File: config.mk
export PLATFORM = sky130hd
export DESIGN_NAME = gb_cpu_alu16_seq
export DESIGN_NICKNAME = d
export VERILOG_FILES = /design/src/rtl/gb_cpu_common_pkg.sv /design/src/rtl/gb_cpu_alu16_seq.sv
export SDC_FILE = /design/constraint.sdc
export NUM_CORES = 1
export LEC_CHECK = 0
export CORE_ASPECT_RATIO = 0.9
export CORE_MARGIN = 2
export CORE_UTILIZATION = 50
export DETAILED_ROUTE_END_ITERATION = 6
export PLACE_DENSITY = 0.91
export SLEW_MARGIN = 0
export SYNTH_ARGS = -nofsm -noshare
export SYNTH_HDL_FRONTEND = slang
export SYNTH_SLANG_ARGS = --single-unit
export TNS_END_PERCENT = 5
File: constraint.sdc
create_clock -name clk -period 4 [get_ports clk]
set_input_delay 0.4 -clock clk [delete_from_list [all_inputs] [get_ports clk]]
set_output_delay 0.4 -clock clk [all_outputs]
set_load 0.02 [all_outputs]
File: src/rtl/gb_cpu_common_pkg.sv
// Shared CPU types: 8-bit ALU opcodes and instruction word, 16-bit sequencer ops,
// flag bit positions, and the per-byte step helpers used by the 16-bit sequencer.
package gb_cpu_common_pkg;

    typedef enum logic [2:0] {
        ADD = 3'd0,
        ADC = 3'd1,
        SUB = 3'd2,
        SBC = 3'd3,
        CP  = 3'd4
    } alu_opcode_t;

    typedef struct packed {
        alu_opcode_t opcode;
        logic [7:0]  a;
        logic [7:0]  b;
    } alu_instruction_t;

    typedef enum logic [1:0] {
        ADD16     = 2'd0,
        ADD_SP_E8 = 2'd1,
        INC16     = 2'd2,
        DEC16     = 2'd3
    } alu16_op_t;

    localparam int FLAG_Z = 3;
    localparam int FLAG_N = 2;
    localparam int FLAG_H = 1;
    localparam int FLAG_C = 0;

    localparam alu_instruction_t ALU_NOP = '{opcode: ADD, a: 8'h00, b: 8'h00};

    function automatic alu_instruction_t lo_step(input alu16_op_t op,
                                                 input logic [7:0] a_lo,
                                                 input logic [7:0] b_lo);
        alu_instruction_t ins;
        ins.a = a_lo;
        case (op)
            ADD16, ADD_SP_E8: begin ins.opcode = ADD; ins.b = b_lo;  end
            INC16:            begin ins.opcode = ADD; ins.b = 8'h01; end
            default:          begin ins.opcode = SUB; ins.b = 8'h01; end
        endcase
        return ins;
    endfunction

    // e8 is sign-extended, so its high byte is all copies of bit 7.
    function automatic alu_instruction_t hi_step(input alu16_op_t op,
                                                 input logic [7:0] a_hi,
                                                 input logic [7:0] b_hi,
                                                 input logic       e8_sign);
        alu_instruction_t ins;
        ins.a = a_hi;
        case (op)
            ADD16:     begin ins.opcode = ADC; ins.b = b_hi;          end
            ADD_SP_E8: begin ins.opcode = ADC; ins.b = {8{e8_sign}};  end
            INC16:     begin ins.opcode = ADC; ins.b = 8'h00;         end
            default:   begin ins.opcode = SBC; ins.b = 8'h00;         end
        endcase
        return ins;
    endfunction

endpackage

File: src/rtl/gb_cpu_alu16_seq.sv
// Runs 16-bit ADD/INC/DEC as two chained byte operations on the external 8-bit ALU,
// low byte first, and assembles the 16-bit result plus the architectural flags.
module gb_cpu_alu16_seq
    import gb_cpu_common_pkg::*;
(
    input  logic             clk,
    input  logic             rst_n,
    input  logic             start,
    input  alu16_op_t        op,
    input  logic [15:0]      operand_a,
    input  logic [15:0]      operand_b,
    input  logic [3:0]       flags_in,
    output logic             busy,
    output logic             done,
    output logic [15:0]      result,
    output logic [3:0]       flags_out,
    output alu_instruction_t instruction,
    output logic             carry_in,
    input  logic [7:0]       out,
    input  logic             Z,
    input  logic             N,
    input  logic             H,
    input  logic             C
);

    typedef enum logic [1:0] {
        IDLE = 2'd0,
        LOW  = 2'd1,
        HIGH = 2'd2,
        DONE = 2'd3
    } state_t;

    state_t           state_reg, state_next;
    alu_instruction_t instruction_next;
    logic             carry_next;
    logic             accept;

    // Only the bytes the HIGH step still needs are kept; LOW is issued from the live inputs.
    alu16_op_t   op_reg;
    logic [7:0]  a_hi_reg;
    logic [7:0]  b_hi_reg;
    logic        e8_sign_reg;
    logic [3:0]  flags_lat_reg;
    logic [7:0]  lo_out_reg;
    logic        lo_h_reg;
    logic        lo_c_reg;
    logic [3:0]  flags_next;

    logic        alu_zn_unused;
    assign alu_zn_unused = Z ^ N;

    assign busy = (state_reg == LOW) || (state_reg == HIGH);
    assign done = (state_reg == DONE);

    always_comb begin
        state_next       = state_reg;
        instruction_next = ALU_NOP;
        carry_next       = 1'b0;
        accept           = 1'b0;
        case (state_reg)
            IDLE, DONE: begin
                state_next = IDLE;
                if (start) begin
                    accept           = 1'b1;
                    state_next       = LOW;
                    instruction_next = lo_step(op, operand_a[7:0], operand_b[7:0]);
                end
            end
            LOW: begin
                state_next       = HIGH;
                instruction_next = hi_step(op_reg, a_hi_reg, b_hi_reg, e8_sign_reg);
                carry_next       = C;
            end
            HIGH:    state_next = DONE;
            default: state_next = IDLE;
        endcase
    end

    // H/C from the high byte are the bit-11/bit-15 carries for ADD HL,rr; ADD SP,e8 uses the low byte's.
    always_comb begin
        flags_next = flags_lat_reg;
        case (op_reg)
            ADD16: begin
                flags_next[FLAG_Z] = flags_lat_reg[FLAG_Z];
                flags_next[FLAG_N] = 1'b0;
                flags_next[FLAG_H] = H;
                flags_next[FLAG_C] = C;
            end
            ADD_SP_E8: begin
                flags_next[FLAG_Z] = 1'b0;
                flags_next[FLAG_N] = 1'b0;
                flags_next[FLAG_H] = lo_h_reg;
                flags_next[FLAG_C] = lo_c_reg;
            end
            default: flags_next = flags_lat_reg;
        endcase
    end

    always_ff @(posedge clk or negedge rst_n) begin
        if (!rst_n) begin
            state_reg     <= IDLE;
            instruction   <= ALU_NOP;
            carry_in      <= 1'b0;
            result        <= 16'h0000;
            flags_out     <= 4'h0;
            op_reg        <= ADD16;
            a_hi_reg      <= 8'h00;
            b_hi_reg      <= 8'h00;
            e8_sign_reg   <= 1'b0;
            flags_lat_reg <= 4'h0;
            lo_out_reg    <= 8'h00;
            lo_h_reg      <= 1'b0;
            lo_c_reg      <= 1'b0;
        end else begin
            state_reg   <= state_next;
            instruction <= instruction_next;
            carry_in    <= carry_next;
            if (accept) begin
                op_reg        <= op;
                a_hi_reg      <= operand_a[15:8];
                b_hi_reg      <= operand_b[15:8];
                e8_sign_reg   <= operand_b[7];
                flags_lat_reg <= flags_in;
            end
            if (state_reg == LOW) begin
                lo_out_reg <= out;
                lo_h_reg   <= H;
                lo_c_reg   <= C;
            end
            if (state_reg == HIGH) begin
                result    <= {out, lo_out_reg};
                flags_out <= flags_next;
            end
        end
    end

endmodule

---- Yosys cells after proc, flatten, opt, wreduce, memory -nomap -nowiden ----
Cells that the tools add are included.
word-level totals
  register bits ........................... 75
  word-level logic and storage cells ...... 42
  output and inout port bits .............. 42
  input bits .............................. 53
operators by class
  equal/unequal tests ..................... 7
  mux-type cells .......................... 12
  reductions and logical operators ........ 8
operators by type and width
  operator            number
  $pmux 18 s2         1
  $mux 18             1
  $pmux 8 s2          1
  $eq 2x2->1 const B  4
  $mux 8              1
  $pmux 4 s2          1
  $eq 2x1->1 const B  3
  $logic_not 2->1     3
  $pmux 2 s3          1
  $reduce_or 3->1     2
  $mux 1              4
  $mux 2              2
  $reduce_or 2->1     2
  $logic_or 1x1->1    1

---- Depth between registers and ports, before layout ----
Gate-level depths: netlist (run 1).
  word-level depth ........................ 5
  gate-level depth with buffers ........... 6
  depth with buffers taken out ............ 4

---- Worst setup path before layout (run 1) ----
OpenSTA, ideal clock, no wires.
  path kind ............................... reg2reg
  from .................................... register state_reg[0]
  to ...................................... register b_hi_reg[0]
  clock period less this slack ............ 1493 ps
  stages on the path, launching flop included .. 6
  arrival ................................. 1368 ps
  path slack .............................. 2507 ps
  required time ........................... 3875 ps
  cell sequence ........................... dfrtp_1 inv_1 ha_1 nand2_2 buf_6 mux2_4
on the way
  word-level cells in the longest chain between the ends .. 3
ends and longest elaborated chain
  what                                           line                     text
  start: declaration                             gb_cpu_alu16_seq.sv:33   state_t state_reg, state_next;
  start signal: assignment                       gb_cpu_alu16_seq.sv:115  state_reg <= state_next;
  $eq 2x2->1 or $logic_not 2->1 (tied branches)  gb_cpu_alu16_seq.sv:60   case (state_reg)
  $reduce_or 2->1 (*)                            gb_cpu_alu16_seq.sv:60
  $mux 1 (*)                                     gb_cpu_alu16_seq.sv:60
  end signal: assignment                         gb_cpu_alu16_seq.sv:121  b_hi_reg <= operand_b[15:8];
  end: declaration                               gb_cpu_alu16_seq.sv:41   logic [7:0] b_hi_reg;
Mark *: on every way between the ends. The rest lies on a longest branch, timed or not.
A chain may end at the register's enable or synchronous reset.

---- Worst setup path in the final report (run 1) ----
  from .................................... register state_reg[0]
  to ...................................... output port busy
on the way
  word-level cells in the longest chain between the ends .. 2
ends and longest elaborated chain
  what                                      line                    text
  $eq 2x1->1 or $eq 2x2->1 (tied branches)  gb_cpu_alu16_seq.sv:52  assign busy = (state_reg == LOW) || (state_reg == HIGH);
  $logic_or 1x1->1 (*)                      gb_cpu_alu16_seq.sv:52
  end: declaration                          gb_cpu_alu16_seq.sv:13  output logic busy,
Marked as above.

==> results.toml, run 1 <==
[setup_path]
cp-end-kind = "output pin"
cp.required_ps = 3600
reg2reg_from = "state_reg[0]$_DFF_PN0_"
crit_type = "reg2out"
startpoint = "state_reg[0]$_DFF_PN0_"
cp_num_buf_inv = 3
crit_fanout = 13
crit_arrival_ps = 2030
cpMostUsedCell = "inv_1"
critical-path-top-delay-family = "buffers and inverters"
path_cells = "inv_1 -> ha_1 -> inv_1 -> clkdlybuf4s50_1"
cp_slowest_stage_delay_ps = 610
slowest_stage = "clkdlybuf4s50_1"
cp-start-kind = "flip-flop"

[final_layout]
layout_commonest_cell = "clkdlybuf4s50_1"
antennaDiodeCount = 0
final_cell_mix = "90 x clkdlybuf4s50_1, 74 x dfrtp_1, 31 x mux2_2"
regMostFlops = "instruction"
drive_gt1_frac = 0.253
top_regs = "instruction x18, result x16"
instances_no_fill = 368
final_nets = 348
finish.utilization = 0.703
largest_register_ffs = 18
area_growth_pct = 37.5

[timing]
finalSetupViolations = 0
finalClockSkew_ps = 7.94
min_period_ps = 2430
worst_pin_slew_ps = 923
drv_slew = 0
timing.final.hold_violations = 0
fin_crit_sh = 0.607
hold_slack_ps = 183
finalSetupTns_ps = 0
max-slew-margin-rel = 0.384
setup_ws_ps = 1570
rsz0062_at_grt = "no"
fmax_mhz = 412

[status]
status = "complete, no violations"

[route]
ant_nets = 0
wl_mm = 6.27
drtIter0Drc = 78
via_per_inst = 5.30
drc = 0
first_pass_iters = 4
wire_per_inst_um = 17.0
vias = 1951

[grt]
grtUsageTotal = 0.193
grt-ovfl-total = 0
grt_pass1_vias = 2030
antenna_found_initial = 0
grt_pass1_wl_mm = 9.90
grt_start_max_net_pins = 75

[clock_network]
clkTransAtPathRegs_ps = 80
ctsHoldBuffers = 0
cts_setup_buffers = 0
clk_latency_ps = 340
htreeDepth = 3
cts_buffers = 9
clk_path_buf_depth = 2
cts_tree = "done"
post_cts_resized = 0
cts_sinks = 74
clockRootBuffer = "clkbuf_8"

[power_and_ir_drop]
leakagePower_uw = 0.00187
p_int_uw = 2460
p_comb_frac = 0.445
power_switching_uw = 1220
switching_share = 0.332
power_frac_clock = 0.195
max-vdd-ir-drop_v = 0.000374
p_seq_frac = 0.361
powerDensity_nw_per_um2 = 866

[placement]
globalplace.congestion = 0.729
place_inst = 352
place_ws_ps = 1690
dpl.hpwl_mm = 4.25
portBuffers = 91

[die]
rows = 27
io_pins = 95
die_height_um = 78.6
core_um2 = 6050
die_area_um2 = 6830
die_w_um = 86.9
start_util = 0.511

[job]
cap_violations = 0

[synthesis]
ys_seq_area_frac = 0.599
synth_cells = 203
ys_types = 27
syn_area_um2 = 3090
ys_warn_count = 0
syn_avg_cell_area_um2 = 15.2
synth_seq_cells = 74
synth.area.top_cells = "dfrtp_1 60%, mux2_2 11%, mux2_4 8.7%, o2bb2ai_2 3.4%, mux2i_1 3.2%"
synth_area_leader_cell = "dfrtp_1"
synth_nets = 260
synth_top_area_frac = 0.599

[min_path]
hold_path.class = "in2async"
[synth_stat cells]
master	count
dfrtp_1	74
mux2_2	31
mux2_4	18
mux2i_1	10
nor2_1	9
a32oi_1	8
buf_2	7
o2bb2ai_2	7
inv_1	5
ha_1	4
nand2b_1	4
nand3_1	4
buf_4	3
buf_6	3
clkbuf_1	2
o211ai_1	2
o21ai_0	2
a21oi_1	1
a31o_2	1
and2_1	1
and4bb_1	1
conb_1	1
nand2_2	1
nand4_1	1
nor2b_1	1
o32ai_1	1
or3b_1	1
[power groups by stage]
stage	registers [uW]	clock network [uW]	logic (uW)
after global routing	1370	759	1740
final	1330	716	1640
after CTS	1330	729	1660
after detailed placement	1340	0	1650
after floorplan	1480	0	924
after global placement	1320	0	1600
[path summary, 6_finish.rpt]
path                            cells after the start  slack [ps]                           end
max in group asynchronous                           1        3210      flags_out[2]$_DFFE_PN0P_
worst max-delay path                                4        1570                          busy
worst min register to register                      1         500         result[4]$_DFFE_PN0P_
worst min-delay path                                1         180        result[10]$_DFFE_PN0P_
min in group clk                                    1         500         result[4]$_DFFE_PN0P_
worst max register to register                      4        1820  flags_lat_reg[1]$_DFFE_PN0P_
[per-stage QoR]
stage,cell area [um2],total power (uW)
6_report,4250,3680
5_1_grt,4250,3880
4_1_cts,4250,3720
3_5_place_dp,4000,2990
3_3_place_gp,4000,2920
2_1_floorplan,3090,2410
[area by class of cell]
class / count / area, um2
clock buffer: 12 / 155
clock inverter: 4 / 97.6
fill: 442 / 1800
inverter: 5 / 18.8
multi-input combinational: 109 / 1120
sequential: 74 / 1850
tap: 72 / 90.1
timing repair buffer: 92 / 916
[cell families (layout without fill, tap and decap cells)]
kind of cell    count (synthesis)  in the layout  synth area share
flops                          74             74             0.599
mux                            59             59             0.233
simple gates                   23             23            0.0405
compound gates                 22             22            0.0721
buf+inv                        20            113            0.0381
fa+ha+maj                       4              4            0.0162
other cells                     1              1           0.00121
[layer usage]
metal  global-route usage  wire [um]  up-vias
met5                    0          0        -
met4               0.0938        126        0
met3               0.0305        254       10
met2                0.344       3340       64
met1                0.224       2550      983
li1                     -          -      894
Power figures use the tool's default switching activity.
==> run 2: changes to the inputs <==
--- a/config.mk
+++ b/config.mk
@@ -7,9 +7,9 @@
 export LEC_CHECK = 0
 export CORE_ASPECT_RATIO = 0.9
 export CORE_MARGIN = 2
-export CORE_UTILIZATION = 50
+export CORE_UTILIZATION = 46
 export DETAILED_ROUTE_END_ITERATION = 6
-export PLACE_DENSITY = 0.91
+export PLACE_DENSITY = 0.85
 export SLEW_MARGIN = 0
 export SYNTH_ARGS = -nofsm -noshare
 export SYNTH_HDL_FRONTEND = slang
==> constraint.sdc (replaced) <==
create_clock -name clk -period 2.28 [get_ports clk]
set_input_delay 0.228 -clock clk [delete_from_list [all_inputs] [get_ports clk]]
set_output_delay 0.228 -clock clk [all_outputs]
set_load 0.02 [all_outputs]
==> results.toml, run 2 (synthesis gave the netlist of run 1 again) <==
[status]
status = "complete, no violations"

[route]
first_pass_iters = 4
drtIter0Drc = 49
wl_mm = 6.46
vias = 1938
drc = 0
via_per_inst = 4.94
ant_nets = 0
wire_per_inst_um = 16.5

[timing]
setup_ws_ps = 414
finalSetupViolations = 0
drv_slew = 0
worst_pin_slew_ps = 908
max-slew-margin-rel = 0.395
rsz0062_at_grt = "no"
finalSetupTns_ps = 0
timing.final.hold_violations = 0
min_period_ps = 1870
fmax_mhz = 536
finalClockSkew_ps = 8.05
fin_crit_sh = 0.818

[setup_path]
reg2reg_from = "state_reg[0]$_DFF_PN0_"
cp.required_ps = 2510
cp_slowest_stage_delay_ps = 420
r2r_setup_slack_ps = 410
rr_worst_depth = 5
crit_fanout = 19
path_cells = "inv_1 -> ha_1 -> nand2_2 -> buf_12 -> mux2_2"
reg2reg_to = "a_hi_reg[7]$_DFFE_PN0P_"
crit_type = "reg2reg"
cp_num_buf_inv = 2
cp-end-kind = "flip-flop"
slowest_stage = "ha_1"
critical-path-top-delay-family = "adder cells"
cp-start-kind = "flip-flop"
crit_arrival_ps = 2100

[power_and_ir_drop]
powerDensity_nw_per_um2 = 1510
leakagePower_uw = 0.00192
max-vdd-ir-drop_v = 0.000557

[clock_network]
clk_path_buf_depth = 2
clkTransAtPathRegs_ps = 70
cts_buffers = 9
cts_sinks = 74
ctsHoldBuffers = 0
htreeDepth = 3
cts_tree = "done"
clockRootBuffer = "clkbuf_8"
clk_latency_ps = 350

[grt]
grt_pass1_wl_mm = 10.1
antenna_found_initial = 0
grt_pass1_vias = 2017
grt_start_max_net_pins = 75
top_usage_layer = "met2"
met3_usage = 0.0569
grtUsageTotal = 0.182
globalRouteMet1Util = 0.215
met2_usage = 0.316
grt-ovfl-total = 0

[die]
die_area_um2 = 7390
core_um2 = 6550
die_height_um = 81.8
start_util = 0.472
io_pins = 95
die_w_um = 90.4
rows = 28

[placement]
dpl.hpwl_mm = 4.46
portBuffers = 91
place_inst = 376
globalplace.congestion = 0.751
placed_cell_area_um2 = 4080
place_ws_ps = 423

[final_layout]
stdcell_area_um2 = 4330
area_growth_pct = 40.2
top_regs = "instruction x18, result x16"
antennaDiodeCount = 0
fillers = 492
final_cell_mix = "89 x clkdlybuf4s50_1, 74 x dfrtp_1, 31 x mux2_2"
instances_no_fill = 392
drive_gt1_frac = 0.272
largest_register_ffs = 18
layout_commonest_cell = "clkdlybuf4s50_1"
final_nets = 354
regMostFlops = "instruction"

[min_path]
hold_path.class = "in2async"

[job]
cap_violations = 0
==> run 2: routing by layer <==
metal / vias to the layer above / share of wire
li1: 906 / -
met1: 972 / 0.43
met2: 52 / 0.51
met3: 8 / 0.041
met4: 0 / 0.016
met5: - / 0
==> run 2: how the worst max path moves through the flow <==
stage,endpoint,cells after the start,slack [ps],startpoint
final,a_hi_reg[7]$_DFFE_PN0P_,5,410,state_reg[0]$_DFF_PN0_
after CTS,busy,4,20,state_reg[0]$_DFF_PN0_
after detailed placement,busy,4,420,state_reg[0]$_DFF_PN0_
after global placement,b_hi_reg[7]$_DFFE_PN0P_,5,490,state_reg[0]$_DFF_PN0_
after floorplan,b_hi_reg[0]$_DFFE_PN0P_,5,790,state_reg[0]$_DFF_PN0_
after global routing,instruction[4]$_DFF_PN0_,5,310,state_reg[0]$_DFF_PN0_
==> run 2: where the power goes <==
part | internal [uW] | leakage (uW) | switching [uW]
clock network | 783 | 0.000129 | 478
logic | 1640 | 0.000884 | 1310
registers | 1940 | 0.000905 | 391
==> run 2: timing repair <==
action / in CTS / in global routing
endpoints found under the setup margin: 0 / 1
gates resized for setup: 0 / 1
buffers inserted: 0 / 0
==> run 2: stage by stage <==
step                 util  power [uW]  hold slack, ps
floorplan               -        4220           -67.6
global placement    0.622        5230             417
detailed placement  0.622        5360             422
CTS                 0.661        6630            40.5
global route        0.661        6910            86.7
finish              0.661        6560            9.50
==> run 2: cell type report <==
type / count / area, um2 / area share
multi-input combinational: 109 / 1120 / 0.259
clock inverter: 5 / 100 / 0.0231
inverter: 5 / 18.8 / 0.00433
tap: 90 / 113 / 0.0260
clock buffer: 11 / 151 / 0.0350
timing repair buffer: 98 / 976 / 0.225
sequential: 74 / 1850 / 0.427
